==> src/rtl/router_bringup_sched.sv <==
// router_bringup_sched: router reset bring-up sequencer plus two-requester round-robin transfer scheduler
// Ports: init_clk/sys_reset clock and sync active-high reset; req_valid/req_dst_addr/req_scr_addr
// requests (10-bit addresses packed per requester); req_grant/req_done per-requester pulses;
// router_done async completion from the router; pma_init/reset_pb router resets; router_start_req,
// router_dst_addr/router_scr_addr to the router; link_ready; timeout_err.
// Optional ISSUE timeout enabled by defining ROUTER_TIMEOUT_EN.
module router_bringup_sched #(
  parameter int unsigned PMA_HOLD_CYC = 150,
  parameter int unsigned RST_HOLD_CYC = 250,
  parameter int unsigned SETTLE_CYC   = 1000,
  parameter int unsigned TIMEOUT_CYC  = 100000
) (
  input  logic        init_clk,
  input  logic        sys_reset,
  input  logic [1:0]  req_valid,
  input  logic [19:0] req_dst_addr,
  input  logic [19:0] req_scr_addr,
  output logic [1:0]  req_grant,
  output logic [1:0]  req_done,
  input  logic        router_done,
  output logic        pma_init,
  output logic        reset_pb,
  output logic        router_start_req,
  output logic [9:0]  router_dst_addr,
  output logic [9:0]  router_scr_addr,
  output logic        link_ready,
  output logic        timeout_err
);
  typedef enum logic [2:0] {PMA_HOLD, RST_HOLD, SETTLE, IDLE, ISSUE, COMPLETE} state_t;
  // A zero count still occupies its state for one cycle.
  function automatic logic [31:0] ld(input int unsigned n);
    return (n == 0) ? 32'd1 : n;
  endfunction
  state_t state_q, state_d;
  logic [31:0] cnt_q, cnt_d;
  logic sync_q, done_s_q;
  logic last_q, last_d, cur_q, cur_d;
  logic [1:0] grant_q, grant_d;
  logic [9:0] dst_q, dst_d, scr_q, scr_d;
  logic expired, sel;
  assign expired = cnt_q <= 32'd1;
  // Requester 0 wins unless requester 1 is also asking and 0 was served last.
  assign sel = !(req_valid[0] && (last_q || !req_valid[1]));
  always_ff @(posedge init_clk) begin
    if (sys_reset) begin
      state_q  <= PMA_HOLD;
      cnt_q    <= ld(PMA_HOLD_CYC);
      sync_q   <= 1'b0;
      done_s_q <= 1'b0;
      last_q   <= 1'b1;
      cur_q    <= 1'b0;
      grant_q  <= 2'b00;
      dst_q    <= '0;
      scr_q    <= '0;
    end else begin
      state_q  <= state_d;
      cnt_q    <= cnt_d;
      sync_q   <= router_done;
      done_s_q <= sync_q;
      last_q   <= last_d;
      cur_q    <= cur_d;
      grant_q  <= grant_d;
      dst_q    <= dst_d;
      scr_q    <= scr_d;
    end
  end
  always_comb begin
    state_d = state_q;
    cnt_d   = expired ? cnt_q : cnt_q - 32'd1;
    last_d  = last_q;
    cur_d   = cur_q;
    grant_d = 2'b00;
    dst_d   = dst_q;
    scr_d   = scr_q;
    case (state_q)
      PMA_HOLD: if (expired) begin
        state_d = RST_HOLD;
        cnt_d   = ld(RST_HOLD_CYC);
      end
      RST_HOLD: if (expired) begin
        state_d = SETTLE;
        cnt_d   = ld(SETTLE_CYC);
      end
      SETTLE: if (expired) state_d = IDLE;
      IDLE: if (|req_valid) begin
        state_d = ISSUE;
        cnt_d   = ld(TIMEOUT_CYC);
        cur_d   = sel;
        grant_d = sel ? 2'b10 : 2'b01;
        dst_d   = sel ? req_dst_addr[19:10] : req_dst_addr[9:0];
        scr_d   = sel ? req_scr_addr[19:10] : req_scr_addr[9:0];
      end
      ISSUE:
`ifdef ROUTER_TIMEOUT_EN
        if (done_s_q) state_d = COMPLETE;
        else if (expired) begin
          state_d = PMA_HOLD;
          cnt_d   = ld(PMA_HOLD_CYC);
        end
`else
        if (done_s_q) state_d = COMPLETE;
`endif
      COMPLETE: if (!done_s_q) begin
        state_d = IDLE;
        last_d  = cur_q;
      end
      default: begin
        state_d = PMA_HOLD;
        cnt_d   = ld(PMA_HOLD_CYC);
      end
    endcase
  end
  always_comb begin
    pma_init         = state_q == PMA_HOLD;
    reset_pb         = state_q == PMA_HOLD || state_q == RST_HOLD;
    router_start_req = state_q == ISSUE;
    link_ready       = state_q == IDLE || state_q == ISSUE || state_q == COMPLETE;
    req_grant        = grant_q;
    req_done         = (state_q == COMPLETE && !done_s_q) ? (cur_q ? 2'b10 : 2'b01) : 2'b00;
    router_dst_addr  = dst_q;
    router_scr_addr  = scr_q;
`ifdef ROUTER_TIMEOUT_EN
    timeout_err      = state_q == ISSUE && !done_s_q && expired;
`else
    timeout_err      = 1'b0;
`endif
  end
endmodule

==> config.mk <==
export PLATFORM = sky130hd
export DESIGN_NAME = router_bringup_sched
export DESIGN_NICKNAME = d
export VERILOG_FILES = /design/src/rtl/router_bringup_sched.sv
export SDC_FILE = /design/constraint.sdc
export NUM_CORES = 1
export LEC_CHECK = 0
export ABC_AREA = 1
export CAP_MARGIN = 20
export CELL_PAD_IN_SITES_DETAIL_PLACEMENT = 0
export CELL_PAD_IN_SITES_GLOBAL_PLACEMENT = 1
export CORE_ASPECT_RATIO = 1.5
export CORE_MARGIN = 5
export CORE_UTILIZATION = 35
export CTS_CLUSTER_DIAMETER = 100
export DETAILED_ROUTE_END_ITERATION = 8
export GPL_TIMING_DRIVEN = 0
export PLACE_DENSITY_LB_ADDON = 0.1
export REMOVE_ABC_BUFFERS = 1
export SYNTH_ARGS = -nofsm -noshare
export SYNTH_HDL_FRONTEND = slang
export SYNTH_SLANG_ARGS = --single-unit
==> constraint.sdc <==
create_clock -name init_clk -period 3.65 [get_ports init_clk]
set_input_delay 0.5475 -clock init_clk [delete_from_list [all_inputs] [get_ports init_clk]]
set_output_delay 0.5475 -clock init_clk [all_outputs]
set_load 0.03 [all_outputs]
# After elaboration in Yosys (flattened, before gate mapping)
# Cells that the tools add are included.
# op_classes
n_mux	17
shifts	0
eq_ne	11
n_reduce_logical	16
div	0
magnitude_cmp	1
n_bitwise	3
multipliers	0
n_addsub	1
# op_table
op	count
$mux 32	4
$pmux 32 s4	1
$le 32x1->1 const B	1
$sub 32x1->32 const B	1
$mux 10	2
$mux 3	6
$pmux 3 s6	1
$ne 2x2->1 const B	4
$eq 3x2->1 const B	2
$eq 3x3->1 const B	2
$mux 2	3
$reduce_and 6->1	1
$reduce_or 3->1	2
$logic_or 1x1->1	4
$ne 2x1->1 const B	2
$reduce_and 2->1	2
$eq 3x1->1 const B	1
$logic_not 1->1	3
$logic_not 3->1	1
$not 1->1	3
$logic_and 1x1->1	2
$reduce_or 2->1	1
# totals
latchBits	0
regBits	61
ram_bits	0
romBits	0
n_memories	0
in_bits	45
output_inout_bits	29

# Longest topological paths before layout
# depth
depth_word	4
depth_mapped	15
depth_no_buf	15

# Least setup slack after synthesis
# No wires, ideal clock.
# synth_timing
path_kind	flip-flop to flip-flop
startpoint	reg cnt_q[0]
endpoint	reg cnt_q[0]
required_ps	3594
period_less_slack_ps	1781
setup_slack_ps	1869
arrival_ps	1725
stages_incl_launch_ff	14
setup_time_ps	56
n_path_buf	0
path_cell_list	dfxtp_1 inv_1 ha_1 inv_2 nand2_2 nand2_2 nor2_2 inv_2 nor2_4 nand2_4 ha_1 o21ai_0 nand2_1 inv_1
# synth_via
elab_chain_cells	4
# synth_rtl
element	line	text
start: declaration	35	logic [31:0] cnt_q, cnt_d;
start signal: assignment	47	cnt_q <= ld(PMA_HOLD_CYC);
start signal: assignment	57	cnt_q <= cnt_d;
$sub 32x1->32 / $le 32x1->1 (equally long branches)	69, 41	
$mux 32	69	cnt_d = expired ? cnt_q : cnt_q - 32'd1;
$mux 32, on equally long branches	85, 76, 80	
$pmux 32 s4 *	75	case (state_q)
# Mark *: on every way between the ends. The rest lies on a longest branch, timed or not.
# A chain may end at the register's enable or synchronous reset.

# Worst setup path in the final report
# layout_timing
startpoint	reg state_q[0]
endpoint	out pma_init
# layout_via
elab_chain_cells	1
# layout_rtl
element	line	text
start: declaration	34	state_t state_q, state_d;
start signal: assignment	56	state_q <= state_d;
$logic_not 3->1	114	pma_init = state_q == PMA_HOLD;
end: declaration	21	output logic pma_init,
# No other way between the ends.

==> impl_metrics.json <==
{
  "worstSetupStartpointType": "flip-flop",
  "ys_seq_area_share_pct": 36.3,
  "slowest_stage": "clkdlybuf4s50_1",
  "postCtsResizedCells": 0,
  "drt-total-wl_mm": 9.98,
  "cts_tree": "done",
  "crit_arrival_ps": 1930,
  "layout_commonest_cell": "nand2_1",
  "reg2reg_to": "cnt_q[8]$_SDFF_PP0_",
  "grt_usage_pct": 17.4,
  "drtIter0Drc": 117,
  "vias": 3314,
  "r2r_slack_ps": 1210,
  "cts_root_buffer": "clkbuf_16",
  "vias_per_cell": 4.79,
  "path_cells": "nor2_1, nand2_1, inv_1, clkdlybuf4s50_1",
  "ios": 74,
  "grt_pass1_wl_mm": 16.0,
  "slew_headroom_pct": 34.1,
  "required_ps": 3100,
  "avgRoutedWirePerCell_um": 14.4,
  "clk_latency_ps": 330,
  "final_layout_size_suffix_gt1_share_pct": 11.4,
  "critPathMaxStageDelay_ps": 690,
  "p_per_area_nw_per_um2": 459,
  "drv_slew": 0,
  "start_util_pct": 35.4,
  "clkTransAtPathRegs_ps": 50,
  "grt_remaining_overflow": 0,
  "final_cell_mix": "nand2_1, nor2_1, clkdlybuf4s50_1",
  "critPathCaptureType": "output pin",
  "drc_errors": 0,
  "crit_fanout": 8,
  "hold_viol_final": 0,
  "r2r-start": "cnt_q[0]$_SDFF_PP0_",
  "synth_cell_types": 34,
  "syn-instance-count": 502,
  "synthToLayoutAreaGrowth_pct": 31.2,
  "clock.fmax_mhz": 404,
  "synth_edf_count": 0,
  "dp_hpwl_mm": 7.87,
  "crit_path_end": "pma_init",
  "synth_ff_type": "dfxtp_1",
  "numPortBuffers": 72,
  "cts_hold_buf": 0,
  "dieArea_um2": 11700,
  "synth_area_per_cell_um2": 6.71,
  "grt_max_degree": 22,
  "grt_pass1_vias": 3377,
  "status": "finished clean",
  "fin_tns_setup_ps": 0,
  "critPathKind": "reg -> out",
  "final_cell_area_um2": 4420,
  "cts_max_path_buffers": 2,
  "final_nets": 620,
  "setup_viol": 0,
  "synth_seq_cells": 61,
  "gp_congestion": 0.877,
  "skew_ps": 9.22,
  "ant_nets": 0,
  "synth_area_um2": 3370,
  "die_w_um": 90.1,
  "dr.pass1.iters": 4,
  "place_area_um2": 4150,
  "htree_levels": 3,
  "period_needed_ps": 2480,
  "timing.critical_path.from": "state_q[0]$_SDFFE_PP0P_",
  "hold_path_class": "reg -> reg",
  "ir_drop_v": 0.000293,
  "fp-row-count": 44,
  "cap_violations": 0,
  "coreArea_um2": 9520,
  "p_leak_uw": 0.00196,
  "cts_setup_buffers": 0,
  "num_antenna_cells": 0,
  "rr_worst_depth": 10,
  "rsz0062_at_grt": "false",
  "tightest_slew_ps": 985,
  "period_share_pct": 67.9,
  "fin_util_pct": 46.4,
  "cts-buffers-inserted": 9,
  "die_height_um": 130,
  "antenna_found_initial": 0,
  "clock_sinks": 61,
  "yosysWarnings": 0,
  "synthArstFlopShare_pct": 0
}
[flip-flops by register name, summed over array words and instances (netlist names)]
name,flops
req_grant,2
sync_q,1
last_q,1
router_dst_addr,10
cnt_q,32
router_scr_addr,10
state_q,3
done_s_q,1
cur_q,1
[how the worst min path moves through the flow]
stage	startpoint	end	slack, ps	cells past startpoint
final	sync_q$_SDFF_PP0_	done_s_q$_SDFF_PP0_	400	2
after global routing	sync_q$_SDFF_PP0_	done_s_q$_SDFF_PP0_	430	2
after CTS	sync_q$_SDFF_PP0_	done_s_q$_SDFF_PP0_	400	2
after detailed placement	sync_q$_SDFF_PP0_	done_s_q$_SDFF_PP0_	400	2
after global placement	sync_q$_SDFF_PP0_	done_s_q$_SDFF_PP0_	390	2
after floorplan	sync_q$_SDFF_PP0_	done_s_q$_SDFF_PP0_	390	2
[Yosys cell counts, types with 5 or more instances]
cell type,instances,area (um2)
a21oi_1,12,60.1
buf_2,6,30.0
dfxtp_1,61,1220
inv_1,39,146
inv_2,5,18.8
nand2_1,147,552
nand2_2,6,37.5
nand3_1,46,230
nand4_1,11,68.8
nor2_1,75,282
nor2_2,20,125
nor3_1,13,65.1
o21ai_0,5,25.0
xor2_1,14,123
[where the power goes]
| group | internal (uW) | leakage, uW | total, uW | switching (uW) |
|---|---|---|---|---|
| sequential | 703 | 0.000493 | 750 | 47.1 |
| clock | 478 | 0.000130 | 779 | 301 |
| combinational | 193 | 0.00134 | 499 | 306 |
| total | 1370 | 0.00196 | 2030 | 655 |
[logic make-up (layout without fill, tap and decap cells)]
logic type / after synthesis / count (layout) / synth area share, %
AO/OA/AOI/OAI: 27 / 27 / 5.09
flip-flops: 61 / 61 / 36.3
other: 1 / 1 / 0.111
XOR/XNOR: 18 / 18 / 4.68
adder cells (fa/ha/maj): 3 / 3 / 1.11
buffers and inverters: 57 / 132 / 7.51
AND/OR/NAND/NOR: 335 / 335 / 45.2
[per-stage QoR]
step | hold WS [ps] | setup slack (ps) | instances | power, uW
finish | 402 | 1170 | 692 | 2030
global route | 426 | 1030 | 692 | 2150
CTS | 404 | 1150 | 692 | 2060
detailed placement | 396 | 1030 | 676 | 1270
global placement | 394 | 712 | 676 | 1270
floorplan | 388 | 1860 | 489 | 1090
[layout make-up]
type / instances / area (um2)
fillers: 1010 / 5110
multi-input cells: 384 / 1900
repair buffers: 72 / 721
inverters: 44 / 165
clock buffers: 13 / 250
well taps: 115 / 144
clock inverters: 3 / 21.3
flip-flops and latches: 61 / 1220
[worst max-delay path, delay by kind of cell (launching register included)]
kind	cells	cell delay (ps)
buffers and inverters	2	800
DFF	1	380
and+or+nand+nor	2	420
[per-layer routing]
| metal | vias up | wire length (um) | global-route usage (%) |
|---|---|---|---|
| met4 | 0 | 323 | 9.47 |
| li1 | 1733 | - | - |
| met1 | 1483 | 3830 | 17.8 |
| met2 | 79 | 5370 | 32.3 |
| met3 | 19 | 456 | 4.33 |
| met5 | - | 0 | 0 |
No activity file was read; power rests on OpenSTA's default activity.
